### src/rtl/sync_fifo_flags.sv
// Single-clock FIFO with registered read data, programmable almost flags,
// synchronous flush, sticky overflow/underflow capture and a high-watermark register.
module sync_fifo_flags #(
  parameter int DATA_W   = 8,
  parameter int DEPTH    = 16,
  parameter int AF_LEVEL = DEPTH - 2,
  parameter int AE_LEVEL = 2,
  localparam int CNT_W   = $clog2(DEPTH) + 1
) (
  input  logic              clk,
  input  logic              rst,
  input  logic              wr_en,
  input  logic [DATA_W-1:0] din,
  input  logic              rd_en,
  input  logic              flush,
  input  logic              clr_err,
  output logic [DATA_W-1:0] dout,
  output logic              full,
  output logic              empty,
  output logic              almost_full,
  output logic              almost_empty,
  output logic [CNT_W-1:0]  count,
  output logic              overflow,
  output logic              underflow,
  output logic [CNT_W-1:0]  max_count
);
  localparam int PTR_W = $clog2(DEPTH);

  logic [DATA_W-1:0] mem [DEPTH];

  logic [PTR_W-1:0]  wr_ptr_q, wr_ptr_d;
  logic [PTR_W-1:0]  rd_ptr_q, rd_ptr_d;
  logic [CNT_W-1:0]  count_q, count_d;
  logic [CNT_W-1:0]  max_count_q, max_count_d;
  logic [DATA_W-1:0] dout_q, dout_d;
  logic              overflow_q, overflow_d;
  logic              underflow_q, underflow_d;
  logic              wr_acc, rd_acc, ovf_evt, unf_evt;

  assign full         = (count_q == CNT_W'(DEPTH));
  assign empty        = (count_q == '0);
  assign almost_full  = (count_q >= CNT_W'(AF_LEVEL));
  assign almost_empty = (count_q <= CNT_W'(AE_LEVEL));

  // Flush swallows the requests of its cycle, so they neither transfer nor flag errors.
  always_comb begin
    wr_acc  = wr_en && !full  && !flush;
    rd_acc  = rd_en && !empty && !flush;
    ovf_evt = wr_en && full   && !flush;
    unf_evt = rd_en && empty  && !flush;

    wr_ptr_d = wr_ptr_q;
    rd_ptr_d = rd_ptr_q;
    count_d  = count_q;
    dout_d   = dout_q;

    if (flush) begin
      wr_ptr_d = '0;
      rd_ptr_d = '0;
      count_d  = '0;
    end else begin
      if (wr_acc) wr_ptr_d = wr_ptr_q + PTR_W'(1);
      if (rd_acc) begin
        rd_ptr_d = rd_ptr_q + PTR_W'(1);
        dout_d   = mem[rd_ptr_q];
      end
      case ({wr_acc, rd_acc})
        2'b10:   count_d = count_q + CNT_W'(1);
        2'b01:   count_d = count_q - CNT_W'(1);
        default: count_d = count_q;
      endcase
    end

    // A fresh error event wins over a simultaneous clear.
    overflow_d  = (clr_err ? 1'b0 : overflow_q)  | ovf_evt;
    underflow_d = (clr_err ? 1'b0 : underflow_q) | unf_evt;

    if (clr_err || (count_d > max_count_q)) max_count_d = count_d;
    else                                    max_count_d = max_count_q;
  end

  always_ff @(posedge clk) begin
    if (rst) begin
      wr_ptr_q    <= '0;
      rd_ptr_q    <= '0;
      count_q     <= '0;
      max_count_q <= '0;
      dout_q      <= '0;
      overflow_q  <= 1'b0;
      underflow_q <= 1'b0;
    end else begin
      wr_ptr_q    <= wr_ptr_d;
      rd_ptr_q    <= rd_ptr_d;
      count_q     <= count_d;
      max_count_q <= max_count_d;
      dout_q      <= dout_d;
      overflow_q  <= overflow_d;
      underflow_q <= underflow_d;
    end
  end

  // Storage carries no reset; stale entries are unreachable once the pointers clear.
  always_ff @(posedge clk) begin
    if (wr_acc && !rst) mem[wr_ptr_q] <= din;
  end

  assign dout      = dout_q;
  assign count     = count_q;
  assign overflow  = overflow_q;
  assign underflow = underflow_q;
  assign max_count = max_count_q;
endmodule
### config.mk
export PLATFORM = sky130hd
export DESIGN_NAME = sync_fifo_flags
export DESIGN_NICKNAME = d
export VERILOG_FILES = /design/src/rtl/sync_fifo_flags.sv
export SDC_FILE = /design/constraint.sdc
export NUM_CORES = 1
export LEC_CHECK = 0
export BUFFER_PORTS_ARGS = -buffer_cell sky130_fd_sc_hd__buf_2
export CAP_MARGIN = 0
export CORE_ASPECT_RATIO = 0.6
export CORE_UTILIZATION = 60
export CTS_CLUSTER_DIAMETER = 80
export DETAILED_ROUTE_END_ITERATION = 8
export HOLD_SLACK_MARGIN = 0.06
export MAX_ROUTING_LAYER = met4
export PLACE_DENSITY = 0.79
export SLEW_MARGIN = 25
export SYNTH_ARGS = -nofsm -noshare
export SYNTH_HDL_FRONTEND = slang
export SYNTH_SLANG_ARGS = --single-unit
### constraint.sdc
create_clock -name clk -period 4.45 [get_ports clk]
set_input_delay 0.2225 -clock clk [delete_from_list [all_inputs] [get_ports clk]]
set_output_delay 0.2225 -clock clk [all_outputs]
set_load 0.01 [all_outputs]
# Yosys cells after proc, flatten, opt, wreduce, memory -nomap -nowiden
# Memories as Yosys holds them, arrays and structs flattened. A register that Yosys moved wholly into a read port is not among the register bits.
# Cells that the tools add are included.
[totals]
reg_bits = 20
out_inout_bits = 24
ram_bits = 128
mem_count = 1
[memory_table]
columns = ["name", "depth", "width", "read_ports", "rd_ports_with_merged_regs", "wr", "line", "rtl"]
rows = [
  ["mem", 16, 8, 1, 1, 1, "29", "logic [DATA_W-1:0] mem [DEPTH];"],
]
[classes]
mux = 6
n_addsub = 4
n_bitwise = 3
n_reduce_logical = 17
order_cmp = 3
n_eq_ne = 3
[ops]
columns = ["op", "n"]
rows = [
  ["$pmux W5 S2", 1],
  ["$logic_and A1 B1 Y1", 9],
  ["$add A4 B1 Y4 const B", 2],
  ["$add A5 B1 Y5 const B", 1],
  ["$eq A5 B5 Y1 const B", 1],
  ["$ge A5 B4 Y1 const B", 1],
  ["$gt A5 B5 Y1", 1],
  ["$le A5 B2 Y1 const B", 1],
  ["$logic_not A5 Y1", 1],
  ["$mux W5", 1],
  ["$sub A5 B1 Y5 const B", 1],
  ["$logic_not A1 Y1", 4],
  ["$mux W1", 4],
  ["$eq A2 B1 Y1 const B", 1],
  ["$eq A2 B2 Y1 const B", 1],
  ["$or A1 B1 Y1", 2],
  ["$reduce_and A2 Y1", 1],
  ["$reduce_or A2 Y1", 1],
  ["$logic_or A1 B1 Y1", 1],
  ["$not A1 Y1", 1],
]

# Logic depth before layout (Yosys ltp)
# Gate-level depths: netlist of run 1.
[depth]
depth_word = 9
depth_mapped = 19

# Least setup slack after synthesis of run 1
# OpenSTA, ideal clock, no wires.
[synth_path]
path_kind = "register -> register"
start = "reg count_q[1] (netlist: count[1])"
end = "reg max_count_q[0] (netlist: max_count[0])"
path_stages_with_launch = 20
setup_time_ns = 0.127
required_time_ns = 4.323
path_slack_ns = 0.898
period_less_slack_ns = 3.552
arrival_time_ns = 3.424
path_cell_list = "dfxtp_1 nor2_1 nand2_2 nand3_2 buf_4 inv_2 ha_1 inv_1 fa_1 nor2b_1 o22ai_1 mux2i_1 o21a_1 nor2_1 ha_1 nand3_1 o21bai_1 a21oi_2 mux2i_1 nor2_1"
[synth_via]
elab_chain_cells = 9
word_cells_on_any_way = 16
[synth_rtl]
columns = ["element", "line", "rtl"]
rows = [
  ["start: declaration", "33", "logic [CNT_W-1:0] count_q, count_d;"],
  ["start signal: assignment", "94", "count_q <= count_d;"],
  ["$logic_not A5 Y1 *", "41", "assign empty = (count_q == '0);"],
  ["$logic_not A1 Y1 *", "48", "rd_acc = rd_en && !empty && !flush;"],
  ["$logic_and A1 B1 Y1 * (2 in series)", "48", ""],
  ["named net rd_acc", "38", "logic wr_acc, rd_acc, ovf_evt, unf_evt;"],
  ["$eq A2 B1 Y1 or $eq A2 B2 Y1 (tied branches)", "67", "case ({wr_acc, rd_acc})"],
  ["$pmux W5 S2 *", "67", ""],
  ["$mux W5 *", "57", "if (flush) begin"],
  ["named net count_d[4]", "33", ""],
  ["$gt A5 B5 Y1 *", "78", "if (clr_err || (count_d > max_count_q)) max_count_d = count_d;"],
  ["$logic_or A1 B1 Y1 *", "78", ""],
  ["end signal: assignment", "95", "max_count_q <= max_count_d;"],
  ["end: declaration", "34", "logic [CNT_W-1:0] max_count_q, max_count_d;"],
]
# The timed path passes the listed nets; every way through them passes the cells marked *.
# A chain may end at the register's enable or synchronous reset.

# Worst setup path after layout of run 1
[layout_path]
start = "reg count_q[4] (netlist: count[4])"
end = "reg max_count_q[2] (netlist: max_count[2])"
# The elaborated chain is that of the path after synthesis.

==> results of run 1 <==
## flip-flops by register name, indices dropped and copies added (netlist names)
name	flops
dout	8
underflow	1
rd_ptr_q	4
max_count	5
overflow	1
mem	128
wr_ptr_q	4
count	5
## power by group
part,internal [uW],switching [uW]
combinational,26.0,52.4
sequential,1580,4.10
clock,741,557
## stage by stage
stage	hold slack (ns)	setup WS [ns]	cells	instance area, um2
after floorplan	0.321	0.898	383	6540
after global placement	0.480	0.478	546	6840
after detailed placement	0.488	0.235	546	6840
after CTS	0.0694	0.223	578	7370
after global routing	0.0976	0.0562	578	7380
final	0.0822	0.323	578	7380
## worst max-delay path: stages, from the launching register on
cell and delay [ns]:
dfxtp_1 0.51, nor3_2 0.10, nand2_2 0.10, nand3_2 0.26, inv_2 0.22, ha_2 0.28, inv_1 0.09, fa_1 0.41
nor2b_1 0.20, o22ai_1 0.13, mux2i_1 0.16, o21a_1 0.25, nor2_1 0.09, ha_1 0.32, a211o_1 0.27, a31oi_1 0.25
a21oi_4 0.14, mux2i_1 0.18, nor2_1 0.05
## final timing paths
path / start / slack, ns / depth (start not counted) / endpoint
hold / removal: wr_en / 0.08 / 3 / overflow
setup / recovery: count[4] / 0.32 / 18 / max_count[2]
setup reg to reg: count[4] / 0.32 / 18 / max_count[2]
hold reg to reg: underflow / 0.50 / 2 / underflow
## cell usage in the layout, fill, tap and decap left out, types with 2 or more instances in the layout
cell type,netlist,layout
nand2b_1,6,6
mux4_1,25,25
nand3b_1,8,8
nand2_1,11,11
or2_2,2,2
buf_2,7,37
nand4_1,2,2
or3_1,2,2
nor3_1,9,9
nor3_2,2,2
clkinv_2,0,6
o221ai_1,8,8
a21oi_1,5,5
buf_4,1,6
nor2b_1,2,2
mux2i_1,22,22
clkinv_4,0,3
xor2_1,5,5
clkbuf_16,0,18
clkbuf_1,7,3
dfxtp_1,28,26
nor2_2,0,2
o32ai_1,2,2
mux4_2,7,7
nor2_1,37,35
xnor2_1,4,4
inv_1,14,14
inv_4,0,2
edfxtp_1,128,128
ha_1,14,13
## metal layers
layer	wire (um)	global-route usage	part of all wire	vias to the layer above
met1	6210	0.383	0.48	1808
met4	197	0.102	0.015	0
li1	-	-	-	1608
met2	5790	0.353	0.44	118
met3	824	0.0635	0.063	20
met5	0	-	0	-
## cell type report
cell class / count / area (um2) / share of cell area
Clock inverter: 11 / 68.8 / 0.00932
Multi-Input combinational cell: 193 / 1980 / 0.269
Clock buffer: 21 / 462 / 0.0625
Tap cell: 139 / 174 / 0.0236
Timing Repair Buffer: 43 / 230 / 0.0312
Sequential cell: 156 / 4410 / 0.597
Inverter: 15 / 56.3 / 0.00762
## kinds of logic after synthesis
group / Yosys count / synth area share
AO/OA/AOI/OAI: 29 / 0.0350
XOR/XNOR: 9 / 0.0120
adder cells (fa/ha/maj): 15 / 0.0298
buffers and inverters: 34 / 0.0260
flip-flops: 156 / 0.673
multiplexers: 54 / 0.158
AND/OR/NAND/NOR: 86 / 0.0660
## timing repair
item	CTS	global route
setup endpoints to repair	0	5
gates resized for setup	0	2
setup buffers	0	0
endpoints found under the hold margin	0	0
==> Flow_metrics.wiki, run 1 <==
{| class="wikitable"
! Metric !! Value
|-
| Status || finished, final reports clean
|-
| Routability-driven placement congestion ratio || 0.861
|-
| Number of antenna violations at the first check in global routing || 0
|-
| DPL Wire Length || 8550 um
|-
| Pins over their slew limit || 0
|-
| Via/cell ratio || 6.15
|-
| Hold-fix buffers, CTS || 0
|-
| Number of enable flip-flop cells after synthesis || 128
|-
| Highest clock rate || 242 MHz
|-
| Number of buffers inserted during clock tree synthesis || 17
|-
| Post-Syn Area per Cell || 17.1 um2
|-
| Post-DRT Antenna Nets || 0
|-
| DRC Markers || 0
|-
| Number of levels in the clock H-tree || 4
|-
| Diode insertion count for antenna repair || 0
|-
| Layout Skew || 0.00870 ns
|-
| Input/output buffers || 37
|-
| Total grt overflow || 0
|-
| Post-route fraction of the period consumed by the critical path || 0.927
|-
| Post-synthesis cell type count || 47
|-
| Clock latency of the later-clocked register in the worst-skew pair || 0.42 ns
|-
| 1st-iter DRT viols || 338
|-
| Global-route wire length before repair || 19900 um
|-
| Combined area of all synthesized cells || 0.00654 mm2
|-
| Most used standard cells in the synthesized netlist || 128 x edfxtp_1, 37 x nor2_1, 28 x dfxtp_1
|-
| Pin count of the biggest net entering global routing || 36
|-
| Data required time of the worst path || 4.75 ns
|-
| Via total after detailed routing || 3554
|-
| Maximum number of buffers from clock root to sink || 2
|-
| X dimension of the die || 137 um
|-
| Overall fraction of global-route tracks in use || 0.261
|-
| Category of the worst setup path capture point || flop
|-
| #FFs+latches synth || 156
|-
| NumNets Final || 455
|-
| Util after Layout || 0.697
|-
| Boundary Pins || 38
|-
| Synth top area share || 0.587
|-
| Warnings from Yosys || 0
|-
| Most area-consuming cells after synthesis || edfxtp_1 59%, mux4_1 10%, dfxtp_1 8.6%, mux2i_1 3.4%, ha_1 2.7%
|-
| CTS tree || built
|-
| Pleak || 0.00255 uW
|-
| Initial cell density of the core || 0.618
|-
| Final critical-path required period || 4.13 ns
|-
| Avg WL per Cell || 22.5 um
|-
| Standard-cell row count || 29
|-
| Number of sinks handled by clock tree synthesis || 156
|-
| Post-synth top area cell || edfxtp_1
|-
| Crit path DAT || 4.43 ns
|-
| Setup TNS || 0 ns
|-
| Core area || 0.0106 mm2
|-
| Worst min-delay path category || primary input to flop
|-
| Final setup fails || 0
|-
| Worst vdd rail ir drop || 0.000329 V
|-
| Hold Vio Cnt, Final || 0
|-
| Die Ht || 82.9 um
|-
| Proportion of synthesized flip-flops having asynchronous set or reset || 0
|-
| Actual slew at the worst max-slew pin || 1.03 ns
|-
| Number of fillers in the final layout || 706
|-
| Gate count of the mapped netlist || 383
|-
| RSZ-0062 raised after global routing || no
|-
| CTS Root Cell || clkbuf_16
|-
| Worst setup SP type || flop
|-
| Class of the most critical setup path || flop to flop
|-
| Via count of the first global-routing pass || 3508
|-
| Layout cell share with drive strength beyond 1 || 0.216
|-
| Area growth, synth to finish || 12.8%
|-
| Clock-pin slew reported for the worst setup and hold paths after clock tree synthesis || 0.06 ns
|-
| Fraction of the yosys area taken by sequential cells || 0.673
|-
| Total power after layout || 2960 uW
|-
| Nets in the synthesized netlist || 412
|-
| Power Density || 401 mW/mm2
|-
| Die area || 0.0113 mm2
|-
| Number of detailed-routing iterations run before antenna repair || 6
|-
| CP Max Fanout || 11
|-
| Most common flop cell mapped by yosys || edfxtp_1
|-
| Sum of routed wire length over all layers || 13000 um
|-
| Max Cap Violations || 0
|-
| Most frequently used cell type in the post-synthesis netlist || edfxtp_1
|-
| Relative slew slack || 0.311
|}
Note: power is estimated with default switching activity, not from simulation.
==> run 2, diff against run 1 <==
--- a/config.mk
+++ b/config.mk
@@ -8,12 +8,12 @@
 export BUFFER_PORTS_ARGS = -buffer_cell sky130_fd_sc_hd__buf_2
 export CAP_MARGIN = 0
 export CORE_ASPECT_RATIO = 0.6
-export CORE_UTILIZATION = 60
+export CORE_UTILIZATION = 65
 export CTS_CLUSTER_DIAMETER = 80
 export DETAILED_ROUTE_END_ITERATION = 8
 export HOLD_SLACK_MARGIN = 0.06
 export MAX_ROUTING_LAYER = met4
-export PLACE_DENSITY = 0.79
+export PLACE_DENSITY = 0.84
 export SLEW_MARGIN = 25
 export SYNTH_ARGS = -nofsm -noshare
 export SYNTH_HDL_FRONTEND = slang
==> constraint.sdc (replaced) <==
create_clock -name clk -period 5.1 [get_ports clk]
set_input_delay 0.255 -clock clk [delete_from_list [all_inputs] [get_ports clk]]
set_output_delay 0.255 -clock clk [all_outputs]
set_load 0.01 [all_outputs]
==> Flow_metrics.wiki, run 2 (synthesis results as in run 1) <==
{| class="wikitable"
! Metric !! Value
|-
| Cell type group with the largest total delay on the critical path || compound AO/OA/AOI/OAI gates
|-
| Largest register FFs || 128
|-
| Final critical-path required period || 4.33 ns
|-
| Routability-driven placement congestion ratio || 0.822
|-
| Number of levels in the clock H-tree || 4
|-
| Crit-path most repeated cell || ha_1
|-
| Layout Skew || 0.00870 ns
|-
| FF-to-FF End || max_count[4]
|-
| Die Ht || 79.7 um
|-
| Combinational share of power || 0.025
|-
| Worst min-delay path category || primary input to flop
|-
| Category of the worst setup path capture point || flop
|-
| Standard-cell row count || 27
|-
| Worst vdd rail ir drop || 0.000268 V
|-
| Setup TNS || 0 ns
|-
| Sequential share of power || 0.512
|-
| Via total after detailed routing || 3683
|-
| Worst hold path startpoint || wr_en
|-
| DRC Markers || 0
|-
| Area growth, synth to finish || 13.3%
|-
| Final Cell Area || 0.00742 mm2
|-
| Total power after layout || 2710 uW
|-
| Switching fraction of total power || 0.212
|-
| Cell area after placement || 0.00681 mm2
|-
| Data required time of the worst path || 5.41 ns
|-
| DPL Wire Length || 8480 um
|-
| CP Max Fanout || 11
|-
| Chain of cells forming the critical path || nor3_2, nand2_2, nand3_2, inv_2, ha_1, inv_1, fa_1, nor2b_1, o22ai_1, mux2i_1, o21a_1, nor2_1, ha_1, a211o_1, a31oi_1, a21oi_2, o32ai_1
|-
| Internal power contribution || 2130 uW
|-
| Status || finished, final reports clean
|-
| Total grt overflow || 0
|-
| Boundary Pins || 38
|-
| 1st-iter DRT viols || 506
|-
| Input/output buffers || 37
|-
| Global-route wire length before repair || 21500 um
|-
| Post-DRT Antenna Nets || 0
|-
| Number of detailed-routing iterations run before antenna repair || 5
|-
| CP max stage delay || 0.52 ns
|-
| Via count of the first global-routing pass || 3612
|-
| Number of sinks handled by clock tree synthesis || 156
|-
| Destination of the worst hold path || overflow
|-
| Sw Pwr || 574 uW
|-
| Sum of routed wire length over all layers || 14200 um
|-
| Initial cell density of the core || 0.692
|-
| Maximum number of buffers from clock root to sink || 2
|-
| Final setup fails || 0
|-
| Resized Gates After CTS || 0
|-
| Highest clock rate || 231 MHz
|-
| Avg WL per Cell || 24.9 um
|-
| Hold Vio Cnt, Final || 0
|-
| Core area || 0.00946 mm2
|-
| Most common library cell in the layout ignoring fill and taps || edfxtp_1
|-
| Power Density || 365 mW/mm2
|-
| Class of the most critical setup path || flop to flop
|-
| Worst hold path depth || 3
|-
| Via/cell ratio || 6.45
|-
| X dimension of the die || 132 um
|-
| Post-CTS setup repair buffer count || 0
|-
| Relative slew slack || 0.338
|-
| Pleak || 0.00255 uW
|-
| Power share of the clock group || 0.463
|-
| Hold-fix buffers, CTS || 0
|-
| Pins over their slew limit || 0
|-
| Number of antenna violations at the first check in global routing || 4
|-
| Reg-to-reg critical path startpoint || count[4]
|-
| Max Cap Violations || 0
|-
| Crit path DAT || 4.63 ns
|-
| Cell depth of the worst flop-to-flop path || 17
|-
| Most flops, register || mem
|-
| Die area || 0.0105 mm2
|-
| Most frequent cells in the layout || 128 x edfxtp_1, 37 x buf_2, 36 x nor2_1, 25 x mux4_1, 25 x dfxtp_1
|-
| Actual slew at the worst max-slew pin || 0.989 ns
|-
| Layout cell share with drive strength beyond 1 || 0.217
|-
| CTS tree || built
|-
| NumNets Final || 453
|-
| Number of buffers inserted during clock tree synthesis || 17
|-
| Cell count after placement || 535
|-
| Buffering stage count on the worst path with inverters included || 2
|-
| Pin count of the biggest net entering global routing || 36
|-
| CTS Root Cell || clkbuf_16
|-
| Post-route fraction of the period consumed by the critical path || 0.848
|-
| Clock latency of the later-clocked register in the worst-skew pair || 0.41 ns
|-
| Clock-pin slew reported for the worst setup and hold paths after clock tree synthesis || 0.07 ns
|-
| Post-layout instance count excluding filler cells || 571
|-
| RSZ-0062 raised after global routing || no
|-
| Minimum setup slack among reg-to-reg paths || 0.77 ns
|-
| Overall fraction of global-route tracks in use || 0.308
|-
| Critical-path top delay cell || dfxtp_1
|-
| Worst setup SP type || flop
|}
-- run 2: cell types whose count changed in the layout (fill, tap and decap cells not counted), moves of 2 or more --
cell	previous run	this run
buf_4	6	4
bufinv_16	0	2
clkbuf_1	3	0
diode_2	0	4
clkinvlp_4	0	4
clkinv_2	6	2
inv_6	0	4
inv_4	2	0
-- run 2: area by class of cell --
class	instances	area, um2
Antenna cell	4	10.0
Tap cell	130	163
Clock buffer	17	425
Timing Repair Buffer	41	215
Clock inverter	15	164
Fill cell	532	2040
Multi-Input combinational cell	193	1970
Sequential cell	156	4410
Inverter	15	56.3
-- run 2: worst reg2reg max path, cell delays in order (launching register included) --
cell and delay (ns):
dfxtp_1 0.52, nor3_2 0.10, nand2_2 0.10, nand3_2 0.27, inv_2 0.23, ha_1 0.34, inv_1 0.11, fa_1 0.42
nor2b_1 0.23, o22ai_1 0.14, mux2i_1 0.16, o21a_1 0.25, nor2_1 0.07, ha_1 0.32, a211o_1 0.29, a31oi_1 0.22
a21oi_2 0.16, o32ai_1 0.28
-- run 2: power groups by stage --
stage | Clock [uW] | Sequential [uW] | Combinational, uW
after floorplan | 0 | 1410 | 34.0
after global placement | 0 | 1410 | 62.9
after detailed placement | 0 | 1410 | 65.6
after CTS | 1260 | 1380 | 66.6
after global routing | 1320 | 1380 | 72.6
final | 1250 | 1380 | 67.9
-- run 2: metrics by stage --
step	util	hold slack, ns	worst slack, ns
6_report	0.784	0.140	0.773
4_1_cts	0.782	0.125	0.831
3_3_place_gp	0.720	0.470	1.17
5_1_grt	0.783	0.183	0.498
2_1_floorplan	-	0.354	1.55
3_5_place_dp	0.720	0.481	0.876
-- run 2: layer usage --
metal,up-vias,routed length [um],share of wire,GRT usage
met2,205,6400,0.45,0.431
met1,1841,6090,0.43,0.419
li1,1610,-,-,-
met3,27,1490,0.11,0.0990
met4,0,236,0.017,0.131
met5,-,0,0,-
-- run 2: worst max-delay path by stage --
stage                   from      endpoint  slack, ns  depth (start not counted)
global placement    count[4]  max_count[4]       1.17                         18
global route        count[4]  max_count[4]       0.50                         18
CTS                 count[4]  max_count[4]       0.83                         17
detailed placement  count[4]  max_count[1]       0.88                         18
finish              count[4]  max_count[4]       0.77                         17
floorplan           count[1]  max_count[0]       1.55                         19
